File: src/rtl/letreiro_param.sv
// Scrolling LED-matrix marquee: writable message memory, row-scan and step dividers, tear-free frame buffer.
// Latency: first row lit SCAN_DIV cycles after reset; LETREIRO_DEADTIME_EN adds a one-cycle blank per row change.
// Backpressure: none; writes are accepted every cycle and out-of-range addresses are dropped.
module letreiro_param #(
  parameter int ROWS      = 5,
  parameter int COLS      = 7,
  parameter int MSG_LEN   = 32,
  parameter int SCAN_DIV  = 2000,
  parameter int SHIFT_DIV = 2_500_000,
  parameter int AW        = $clog2(MSG_LEN)
) (
  input  logic            CLK,
  input  logic            RST,
  input  logic            ch0,
  input  logic            ch1,
  input  logic            wr_en,
  input  logic [AW-1:0]   wr_addr,
  input  logic [ROWS-1:0] wr_data,
  output logic [ROWS-1:0] L,
  output logic [COLS-1:0] C,
  output logic [AW-1:0]   offset,
  output logic            rele
);

  localparam int SCW = $clog2(SCAN_DIV);
  localparam int STW = $clog2(SHIFT_DIV);
  localparam int RW  = $clog2(ROWS);

  logic [SCW-1:0]  sc;
  logic [STW-1:0]  st;
  logic [RW-1:0]   r;
  logic [RW-1:0]   r_nxt;
  logic            scan_tick;
  logic            step_tick;
  logic            frame_start;
  logic            bl;
  logic [1:0]      mode;
  logic [ROWS-1:0] mem      [MSG_LEN];
  logic [ROWS-1:0] frame    [COLS];
  logic [ROWS-1:0] load_col [COLS];
  logic [COLS-1:0] row_drv;

  assign mode        = {ch1, ch0};
  assign scan_tick   = (sc == SCW'(SCAN_DIV - 1));
  assign step_tick   = (st == STW'(SHIFT_DIV - 1));
  assign r_nxt       = (r == RW'(ROWS - 1)) ? '0 : r + 1'b1;
  assign frame_start = scan_tick && (r_nxt == '0);

  // Message column shown at C[c] is (offset + c) wrapped at MSG_LEN.
  for (genvar gc = 0; gc < COLS; gc++) begin : g_col
    logic [AW:0]   sum;
    logic [AW-1:0] idx;
    assign sum           = {1'b0, offset} + (AW+1)'(gc);
    assign idx           = (sum >= (AW+1)'(MSG_LEN)) ? AW'(sum - (AW+1)'(MSG_LEN)) : AW'(sum);
    assign load_col[gc]  = mem[idx];
`ifdef LETREIRO_DEADTIME_EN
    assign row_drv[gc]   = frame[gc][r];
`else
    // Row 0 of a new frame is driven straight from the columns being loaded.
    assign row_drv[gc]   = frame_start ? load_col[gc][r_nxt] : frame[gc][r_nxt];
`endif
  end

  always_ff @(posedge CLK or posedge RST) begin
    if (RST) begin
      sc <= '0;
      st <= '0;
      r  <= RW'(ROWS - 1);
    end else begin
      sc <= scan_tick ? '0 : sc + 1'b1;
      st <= step_tick ? '0 : st + 1'b1;
      if (scan_tick) r <= r_nxt;
    end
  end

  // A write landing on a reload edge is seen by the following frame only.
  always_ff @(posedge CLK or posedge RST) begin
    if (RST) begin
      for (int i = 0; i < MSG_LEN; i++) mem[i] <= '0;
      for (int c = 0; c < COLS; c++) frame[c] <= '0;
    end else begin
      if (wr_en && ({1'b0, wr_addr} < (AW+1)'(MSG_LEN))) mem[wr_addr] <= wr_data;
      if (frame_start)
        for (int c = 0; c < COLS; c++) frame[c] <= load_col[c];
    end
  end

  always_ff @(posedge CLK or posedge RST) begin
    if (RST) begin
      offset <= '0;
      bl     <= 1'b0;
      rele   <= 1'b0;
    end else if (step_tick) begin
      rele <= ~rele;
      bl   <= (mode == 2'b11) ? ~bl : 1'b0;
      case (mode)
        2'b01:   offset <= (offset == AW'(MSG_LEN - 1)) ? '0 : offset + 1'b1;
        2'b10:   offset <= (offset == '0) ? AW'(MSG_LEN - 1) : offset - 1'b1;
        default: offset <= offset;
      endcase
    end
  end

`ifdef LETREIRO_DEADTIME_EN
  logic dt;

  // Blank for the scan_tick cycle, then light the already-advanced row.
  always_ff @(posedge CLK or posedge RST) begin
    if (RST) begin
      L  <= '0;
      C  <= '0;
      dt <= 1'b0;
    end else begin
      dt <= scan_tick;
      if (scan_tick) begin
        L <= '0;
        C <= '0;
      end else if (dt) begin
        L <= ROWS'(1) << r;
        C <= row_drv & {COLS{~bl}};
      end
    end
  end
`else
  always_ff @(posedge CLK or posedge RST) begin
    if (RST) begin
      L <= '0;
      C <= '0;
    end else if (scan_tick) begin
      L <= ROWS'(1) << r_nxt;
      C <= row_drv & {COLS{~bl}};
    end
  end
`endif

endmodule
File: config.mk
export PLATFORM = sky130hd
export DESIGN_NAME = letreiro_param
export DESIGN_NICKNAME = d
export VERILOG_FILES = /design/src/rtl/letreiro_param.sv
export SDC_FILE = /design/constraint.sdc
export NUM_CORES = 1
export LEC_CHECK = 0
export BUFFER_PORTS_ARGS = -buffer_cell sky130_fd_sc_hd__buf_2
export CAP_MARGIN = 20
export CORE_ASPECT_RATIO = 1.4
export CORE_MARGIN = 5
export CORE_UTILIZATION = 64
export DETAILED_ROUTE_END_ITERATION = 12
export PLACE_DENSITY = 0.81
export SETUP_SLACK_MARGIN = 0.02
export SLEW_MARGIN = 40
export SYNTH_ARGS = -nofsm -noshare
export SYNTH_HDL_FRONTEND = slang
export SYNTH_SLANG_ARGS = --single-unit
File: constraint.sdc
create_clock -name CLK -period 9.1 [get_ports CLK]
set_input_delay 0.91 -clock CLK [delete_from_list [all_inputs] [get_ports CLK]]
set_output_delay 0.91 -clock CLK [all_outputs]
set_load 0.005 [all_outputs]
==> reports/results.tsv, run 1 <==
stage	metric	value	unit
synthesis	Post-Syn Nets	1197	
clocking	TritonCTS sink count	243	
sta	Slew headroom	0.414	
critical_path	Setup CP Type	flip-flop to flip-flop	
clocking	Post-CTS Setup Inserts	0	
pwr	Sw Share	0.295	
pwr	P_leak	0.00719	µW
sta	setup violators final	0	
pwr	worst-case vdd ir drop	0.176	mV
sta	f_max	246	MHz
pwr	Pint	2370	µW
placed_design	dpl ws	5.03	ns
critical_path	Slowest cell on crit path	dfrtp_4	
sta	Final Cycle Share	0.446	
critical_path	Worst Setup Start Kind	flip-flop	
critical_path	cells along the critical path	inv_1 -> ha_4 -> buf_4 -> mux4_2 -> mux4_2 -> mux2i_1 -> a21oi_1	
floorplanning	Initial Util	0.646	
sta	RSZ-0062 raised after global routing	no	
clocking	Clk Latency, worst-skew pair	0.56	ns
sta	Tmin final	4.06	ns
synthesis	Syn Inst Count	1161	
critical_path	CP delay by family, top	multiplexers	
floorplanning	row count	69	
critical_path	worst path bufs/invs	2	
pwr	Comb pwr share	0.252	
sta	final setup margin	5.04	ns
clocking	clk slew on worst S/H paths	0.07	ns
pwr	pwr dens	190	mW/mm²
clocking	post-CTS sizing	0	
clocking	H-tree levels	1	
layout	Util after Layout	0.700	
drt	1st-pass router iterations	5	
drt	final WL	43900	µm
synthesis	Syn Area/Cell	14.1	µm²
sta	Hold Vio Cnt, Final	0	
global_routing	first-pass GRT wire length	69100	µm
drt	vias after detailed routing	11500	
pwr	Pwr Total	3370	µW
global_routing	pin count of the biggest net entering global routing	119	
layout	share of cells above drive strength 1	0.438	
sta	Worst Skew	0.0302	ns
drt	DRC viols	0	
critical_path	Worst Path Required	9.51	ns
critical_path	Critical Path Source	offset[1]$_DFFE_PP0P_	
synthesis	Seq/Total Area, Yosys	0.372	
clocking	maximum root-to-sink buffer count	3	
layout	Nets	1187	
placed_design	Final GP Congestion	0.950	
global_routing	total grt overflow	0	
critical_path	crit path DAT	4.47	ns
placed_design	dpl cell area	0.0168	mm²
critical_path	source of the worst register-to-register timing path	offset[1]$_DFFE_PP0P_	
floorplanning	Vert. Die Dim	199	µm
pwr	sequential share of power	0.426	
clocking	CTS hold repair buffers	0	
placed_design	DPL Wire Length	31000	µm
synthesis	synth warn	0	
layout	multi-input logic area	0.00990	mm²
global_routing	overall routing resource usage	0.309	
critical_path	Crit Path Max Fanout	49	
synthesis	#FFs+latches synth	243	
drt	DRT iter0 DRCs	1543	
job	Max-Cap Viols	0	
synthesis	Main synth FF type	dfrtp_1	
drt	drt via density	7.69	
floorplanning	I/O pins	33	
floorplanning	Die Wd	145	µm
pwr	Clk pwr share	0.322	
sta	Slew Limit Fails	0	
global_routing	vias in the first global route	11500	
layout	Seq. cell area	0.00609	mm²
min_path	hold crit path type	input pin to asynchronous set/reset pin	
layout	# fillers	1611	
sta	Worst-Margin Slew	0.874	ns
floorplanning	Core Region	0.0253	mm²
synthesis	Post-synth EDFFs	0	
critical_path	CP max stage delay	0.86	ns
floorplanning	Die ar.	0.0289	mm²
clocking	CTS tree	yes	
pwr	sw power	994	µW
synthesis	Synth Cell Area	0.0163	mm²
synthesis	Post-synth ARST share	1.00	
synthesis	Yosys cell types	55	
global_routing	initial antenna violation count	0	
layout	commonest non-fill, non-tap cells in the layout	240 x dfrtp_1, 233 x mux4_2, 165 x mux2_2	
layout	Area Growth Syn to Fin	8.30	%
layout	Antenna Cells	0	
layout	commonest non-fill, non-tap cell in the layout	dfrtp_1	
critical_path	flop2flop setup slack	5.04	ns
critical_path	Crit. End Element	flip-flop	
outcome	status	finished, final reports clean	
layout	Design Area, Final	0.0177	mm²
clocking	Root Buffer	clkbuf_16	
sta	Fin Setup TNS	0	ns
drt	post-route ant nets	0	
critical_path	Most common cell on crit path	mux4_2	
clocking	total CTS buffers	25	
drt	wire length per cell	29.5	µm
placed_design	Port Buf Inserts	32	
==> power groups by stage <==
stage          combinational, µW  sequential (µW)  clock, µW
2_1_floorplan                667             1350          0
4_1_cts                      838             1420       1100
5_1_grt                      891             1450       1140
3_5_place_dp                 832             1440          0
3_3_place_gp                 803             1430          0
6_report                     849             1430       1090
==> cells in the mapped netlist, drive strengths merged, types with 3 or more instances <==
master	instances	area share
or4	4	0.0021
xnor2	24	0.014
a32o	3	0.0018
a21o	3	0.0014
nor2	75	0.017
ha	21	0.016
nor3	11	0.0037
nand2	60	0.014
nor2b	6	0.0023
a21oi	40	0.012
o21ai	25	0.0077
a221oi	3	0.0016
dfrtp	242	0.37
xor2	15	0.0080
mux2	165	0.11
nand4	6	0.0023
inv	14	0.0032
clkbuf	43	0.0099
o31ai	5	0.0023
nor3b	4	0.0018
buf	47	0.015
nand3	19	0.0058
mux2i	49	0.030
mux4	233	0.32
nor4	3	0.0011
and3	4	0.0015
nand2b	3	0.0011
nand3b	4	0.0018
==> per-layer routing <==
layer | global-route usage | routed length [µm]
met1 | 0.391 | 14900
met2 | 0.505 | 21700
met3 | 0.0542 | 4110
met4 | 0.187 | 3190
met5 | 0 | 0
==> logic make-up (layout without fill, tap and decap cells) <==
kind of cell / Yosys count / in the layout / synth area share
compound gates: 97 / 97 / 0.0367
fa+ha+maj: 21 / 21 / 0.0161
buf+inv: 104 / 113 / 0.0280
flops: 243 / 243 / 0.372
mux: 447 / 447 / 0.465
xor+xnor: 39 / 39 / 0.0223
simple gates: 210 / 210 / 0.0599
==> flip-flops by register name (all words and copies together), names as in the netlist <==
signal	count
mem	160
frame	28
st	22
sc	11
C	7
L	5
offset	5
r	3
bl	1
rele	1
==> stage by stage <==
step                      instances  hold WS [ns]
final                          1489         0.407
after global routing           1489         0.474
after CTS                      1488         0.464
after detailed placement       1442         0.450
after global placement         1440         0.446
after floorplan                1161         0.446
==> cell type report <==
class	count	area share
multi-input combinational	814	0.559
timing repair buffer	53	0.0218
clock inverter	11	0.00976
tap	319	0.0226
inverter	14	0.00368
clock buffer	35	0.0386
sequential	243	0.344
==> final timing paths <==
path	cells after the start	to
min	2	sc[7]$_DFF_PP0_
min reg2reg	2	L[2]$_DFFE_PP0N_
max	7	frame[29]$_DFFE_PP0N_
max reg2reg	7	frame[29]$_DFFE_PP0N_
max in group asynchronous	3	mem[12]$_DFFE_PP0P_
min in group CLK	2	L[2]$_DFFE_PP0N_
(Power assumes the default switching activity.)
==> run 2: changes to the inputs <==
Clock period 9.1 ns to 4.1 ns, I/O delays scaled along.
==> reports/results.tsv, run 2 (synthesis gave the netlist of run 1 again) <==
stage	metric	value	unit
critical_path	cells along the critical path	buf_12 -> buf_16 -> mux4_2 -> mux4_2 -> mux2i_1 -> a21oi_1	
critical_path	Crit. End Element	flip-flop	
critical_path	Worst R2R End	frame[21]$_DFFE_PP0N_	
drt	wire length per cell	29.9	µm
clocking	Clk Latency, worst-skew pair	0.54	ns
layout	Area Growth Syn to Fin	8.43	%
sta	Slew headroom	0.385	
layout	share of cells above drive strength 1	0.443	
drt	vias after detailed routing	11500	
pwr	sequential share of power	0.427	
critical_path	Worst Path Required	4.48	ns
critical_path	worst reg2reg path depth	6	
sta	Hold Worst Slack	-0.00181	ns
pwr	P_leak	0.00722	µW
critical_path	Crit Path Max Fanout	82	
layout	commonest non-fill, non-tap cells in the layout	239 x dfrtp_1, 233 x mux4_2, 165 x mux2_2	
sta	Final Cycle Share	0.747	
global_routing	first-pass GRT wire length	69200	µm
layout	Antenna Cells	0	
drt	post-route ant nets	0	
global_routing	initial antenna violation count	2	
sta	Tmin final	3.06	ns
pwr	pwr dens	415	mW/mm²
placed_design	Final GP Congestion	0.963	
clocking	total CTS buffers	24	
critical_path	worst path bufs/invs	2	
global_routing	vias in the first global route	11500	
placed_design	dpl cell area	0.0169	mm²
critical_path	crit path DAT	3.45	ns
sta	Fin Setup TNS	0	ns
sta	Slew Limit Fails	0	
critical_path	CP max stage delay	0.62	ns
drt	DRC viols	0	
global_routing	overall routing resource usage	0.313	
layout	Seq. cell area	0.00609	mm²
clocking	post-CTS sizing	0	
layout	commonest non-fill, non-tap cell in the layout	dfrtp_1	
layout	Nets	1197	
floorplanning	I/O pins	33	
pwr	Comb pwr share	0.255	
clocking	H-tree levels	1	
outcome	failing checks	negative hold slack	
pwr	Clk pwr share	0.318	
placed_design	DPL Wire Length	30700	µm
critical_path	Worst Setup Start Kind	flip-flop	
floorplanning	Core Region	0.0253	mm²
clocking	maximum root-to-sink buffer count	3	
layout	Design Area, Final	0.0177	mm²
floorplanning	Initial Util	0.646	
critical_path	source of the worst register-to-register timing path	offset[0]$_DFFE_PP0P_	
outcome	status	finished, violations left	
floorplanning	Vert. Die Dim	199	µm
layout	Util after Layout	0.700	
critical_path	Most common cell on crit path	mux4_2	
critical_path	CP delay by family, top	multiplexers	
layout	max FFs per register	160	
floorplanning	Die ar.	0.0289	mm²
drt	1st-pass router iterations	5	
sta	setup violators final	0	
clocking	CTS tree	yes	
sta	Hold Vio Cnt, Final	6	
global_routing	pin count of the biggest net entering global routing	99	
pwr	worst-case vdd ir drop	0.452	mV
clocking	Post-CTS Setup Inserts	0	
drt	DRT iter0 DRCs	1495	
layout	# fillers	1668	
critical_path	Setup CP Type	flip-flop to flip-flop	
layout	Biggest register	mem	
pwr	sw power	2110	µW
critical_path	flop2flop setup slack	1.04	ns
drt	final WL	44800	µm
min_path	hold crit path type	input pin to asynchronous set/reset pin	
pwr	Pint	5240	µW
drt	drt via density	7.68	
sta	f_max	327	MHz
global_routing	total grt overflow	0	
floorplanning	Die Wd	145	µm
clocking	Root Buffer	clkbuf_16	
critical_path	Slowest cell on crit path	mux4_2	
clocking	CTS hold repair buffers	0	
clocking	clk slew on worst S/H paths	0.06	ns
placed_design	Port Buf Inserts	32	
sta	RSZ-0062 raised after global routing	no	
sta	Worst-Margin Slew	0.919	ns
job	Max-Cap Viols	0	
layout	multi-input logic area	0.00985	mm²
clocking	TritonCTS sink count	243	
layout	top flop regs	mem (160), frame (28), st (22)	
sta	Worst Skew	0.0149	ns
pwr	Sw Share	0.287	
floorplanning	row count	69	
run 2: area by class of cell:
class | instances | share of cell area
multi-input combinational | 814 | 0.556
sequential | 243 | 0.344
clock buffer | 33 | 0.0398
timing repair buffer | 64 | 0.0281
tap | 319 | 0.0225
clock inverter | 8 | 0.00650
inverter | 14 | 0.00318
run 2: stage by stage:
stage | setup WS (ns) | instances | power (µW)
2_1_floorplan | 0.501 | 1161 | 4470
3_3_place_gp | 1.16 | 1452 | 4900
3_5_place_dp | 1.08 | 1454 | 5000
4_1_cts | 1.06 | 1495 | 7330
5_1_grt | 0.901 | 1495 | 7600
6_report | 1.04 | 1495 | 7350
run 2: metal layers:
| layer | wire, µm | global-route usage |
|---|---|---|
| met1 | 15100 | 0.386 |
| met3 | 4480 | 0.0701 |
| met2 | 21900 | 0.510 |
| met5 | 36 | 0 |
| met4 | 3320 | 0.193 |
run 2: power by group through the flow:
stage / sequential, µW / combinational (µW) / clock, µW
CTS: 3120 / 1860 / 2360
floorplan: 2990 / 1480 / 0
detailed placement: 3150 / 1850 / 0
finish: 3140 / 1880 / 2330
global route: 3180 / 1970 / 2460
global placement: 3120 / 1780 / 0
run 2: worst max path at each step:
stage                               start                     to  slack (ns)  depth (start not counted)
floorplan                             RST       C[0]$_DFFE_PP0N_        0.50                          1
finish              offset[0]$_DFFE_PP0P_  frame[21]$_DFFE_PP0N_        1.04                          6
detailed placement  offset[1]$_DFFE_PP0P_  frame[29]$_DFFE_PP0N_        1.08                          7
global route        offset[1]$_DFFE_PP0P_  frame[29]$_DFFE_PP0N_        0.90                          7
CTS                 offset[0]$_DFFE_PP0P_   frame[1]$_DFFE_PP0N_        1.06                          6
global placement    offset[0]$_DFFE_PP0P_  frame[19]$_DFFE_PP0N_        1.16                          7
run 2: worst min-delay path: cells and delay by family:
family / cells / cell delay, ns
buffers and inverters: 3 / 0.54
==> run 3: changes to the inputs <==
Clock period 4.1 ns to 3 ns, I/O delays scaled along.
==> reports/results.tsv, run 3 (synthesis gave the netlist of run 1 again) <==
stage	metric	value	unit
outcome	status	finished, final reports clean	
drt	drt via density	7.47	
job	Max-Cap Viols	0	
sta	Tmin final	2.83	ns
critical_path	crit path DAT	3.30	ns
placed_design	DPL Wire Length	31600	µm
critical_path	Most common cell on crit path	a21oi_1	
clocking	clk slew on worst S/H paths	0.06	ns
critical_path	CP max stage delay	0.63	ns
critical_path	Crit. End Element	flip-flop	
global_routing	first-pass GRT wire length	69600	µm
global_routing	total grt overflow	0	
drt	post-route ant nets	0	
pwr	P_leak	0.00734	µW
layout	# fillers	1607	
sta	Worst-Margin Slew	0.865	ns
pwr	Pint	7180	µW
floorplanning	row count	69	
pwr	Pwr Total	10100	µW
critical_path	flop2flop setup slack	0.17	ns
layout	commonest non-fill, non-tap cell in the layout	dfrtp_1	
clocking	Root Buffer	clkbuf_16	
pwr	worst-case vdd ir drop	0.487	mV
critical_path	CP delay by family, top	compound AO/OA/AOI/OAI gates	
critical_path	Slowest cell on crit path	a2111oi_0	
layout	Nets	1217	
clocking	TritonCTS sink count	243	
pwr	sequential share of power	0.424	
sta	Hold Worst Slack	0.217	ns
clocking	maximum root-to-sink buffer count	3	
pwr	pwr dens	564	mW/mm²
floorplanning	Vert. Die Dim	199	µm
floorplanning	I/O pins	33	
sta	Slew headroom	0.421	
drt	final WL	44300	µm
layout	Seq. cell area	0.00609	mm²
layout	max FFs per register	160	
drt	wire length per cell	29.2	µm
sta	final setup margin	0.169	ns
sta	Slew Limit Fails	0	
layout	Biggest register	mem	
global_routing	initial antenna violation count	0	
critical_path	worst path bufs/invs	2	
layout	commonest non-fill, non-tap cells in the layout	240 x dfrtp_1, 233 x mux4_2, 165 x mux2_2	
drt	vias after detailed routing	11300	
placed_design	Final GP Congestion	0.940	
sta	Fin Setup TNS	0	ns
pwr	Clk pwr share	0.320	
min_path	hold crit path type	input pin to flip-flop	
sta	f_max	353	MHz
layout	Antenna Cells	0	
global_routing	pin count of the biggest net entering global routing	92	
drt	DRT iter0 DRCs	1281	
drt	1st-pass router iterations	5	
clocking	CTS tree	yes	
pwr	sw power	2940	µW
placed_design	Port Buf Inserts	32	
clocking	Clk Latency, worst-skew pair	0.55	ns
min_path	HP Start	ch1	
critical_path	Worst R2R End	C[2]$_DFFE_PP0N_	
sta	Hold Vio Cnt, Final	0	
min_path	Worst Hold Path Cells	4	
layout	share of cells above drive strength 1	0.453	
global_routing	overall routing resource usage	0.314	
sta	setup violators final	0	
clocking	H-tree levels	1	
floorplanning	Die ar.	0.0289	mm²
critical_path	cells along the critical path	inv_1 -> ha_1 -> a21oi_1 -> mux2_2 -> a21oi_1 -> a2111oi_0 -> buf_4 -> a22o_1	
critical_path	source of the worst register-to-register timing path	r[0]$_DFFE_PP0N_	
floorplanning	Die Wd	145	µm
floorplanning	Core Region	0.0253	mm²
pwr	Sw Share	0.290	
critical_path	Setup CP Type	flip-flop to flip-flop	
placed_design	dpl ws	0.263	ns
clocking	total CTS buffers	26	
min_path	Hold Path Sink	bl$_DFFE_PP0N_	
critical_path	Crit Path Max Fanout	6	
global_routing	vias in the first global route	11600	
layout	Area Growth Syn to Fin	9.84	%
sta	Worst Skew	0.0182	ns
layout	multi-input logic area	0.00985	mm²
floorplanning	Initial Util	0.646	
drt	DRC viols	0	
pwr	Comb pwr share	0.256	
layout	top flop regs	mem (160), frame (28), st (22)	
critical_path	Worst Path Required	3.47	ns
sta	Final Cycle Share	0.944	
critical_path	Worst Setup Start Kind	flip-flop	
sta	RSZ-0062 raised after global routing	no	
critical_path	worst reg2reg path depth	8	
-- run 3: worst register-to-register path: stages, from the launching register on --
cell and delay, ns:
dfrtp_1 0.44, inv_1 0.11, ha_1 0.26, a21oi_1 0.59, mux2_2 0.32, a21oi_1 0.07, a2111oi_0 0.63, buf_4 0.22
a22o_1 0.12
-- run 3: repair_timing --
item	in CTS	in global routing
resized for setup	0	0
setup endpoints to repair	0	0
endpoints found under the hold margin	14	0
setup buffers	0	0
hold buffers	1	0
-- run 3: area by class of cell --
type,instances,area share
well taps,319,0.0222
repair buffers,82,0.0383
inverters,14,0.00314
clock inverters,11,0.00488
clock buffers,36,0.0434
flip-flops and latches,243,0.339
multi-input cells,814,0.549
-- run 3: metal layers --
| metal | global-route usage | vias up | part of all wire | routed length [µm] |
|---|---|---|---|---|
| met5 | 0 | - | 0 | 0 |
| met4 | 0.201 | 0 | 0.081 | 3610 |
| met3 | 0.0667 | 180 | 0.096 | 4260 |
| met2 | 0.506 | 701 | 0.48 | 21400 |
| met1 | 0.389 | 5826 | 0.34 | 15100 |
| li1 | - | 4638 | - | - |
-- run 3: stage by stage --
step,utilization,cell area [µm²],std cells
floorplan,-,16400,1161
global placement,0.675,17100,1471
detailed placement,0.675,17100,1471
CTS,0.709,17900,1519
global route,0.710,17900,1519
finish,0.710,17900,1519
-- run 3: worst max-delay path by stage --
stage	start	end	depth (start not counted)
3_5_place_dp	offset[1]$_DFFE_PP0P_	frame[27]$_DFFE_PP0N_	7
5_1_grt	offset[3]$_DFFE_PP0P_	C[4]$_DFFE_PP0N_	7
6_report	r[0]$_DFFE_PP0N_	C[2]$_DFFE_PP0N_	8
2_1_floorplan	RST	C[0]$_DFFE_PP0N_	1
3_3_place_gp	offset[0]$_DFFE_PP0P_	frame[4]$_DFFE_PP0N_	6
4_1_cts	r[0]$_DFFE_PP0N_	C[2]$_DFFE_PP0N_	8
-- run 3: power groups by stage --
stage	clock, µW	sequential (µW)	combinational (µW)
floorplan	0	4090	2040
global placement	0	4260	2500
detailed placement	0	4320	2570
CTS	3270	4260	2580
global route	3400	4350	2730
finish	3240	4290	2590
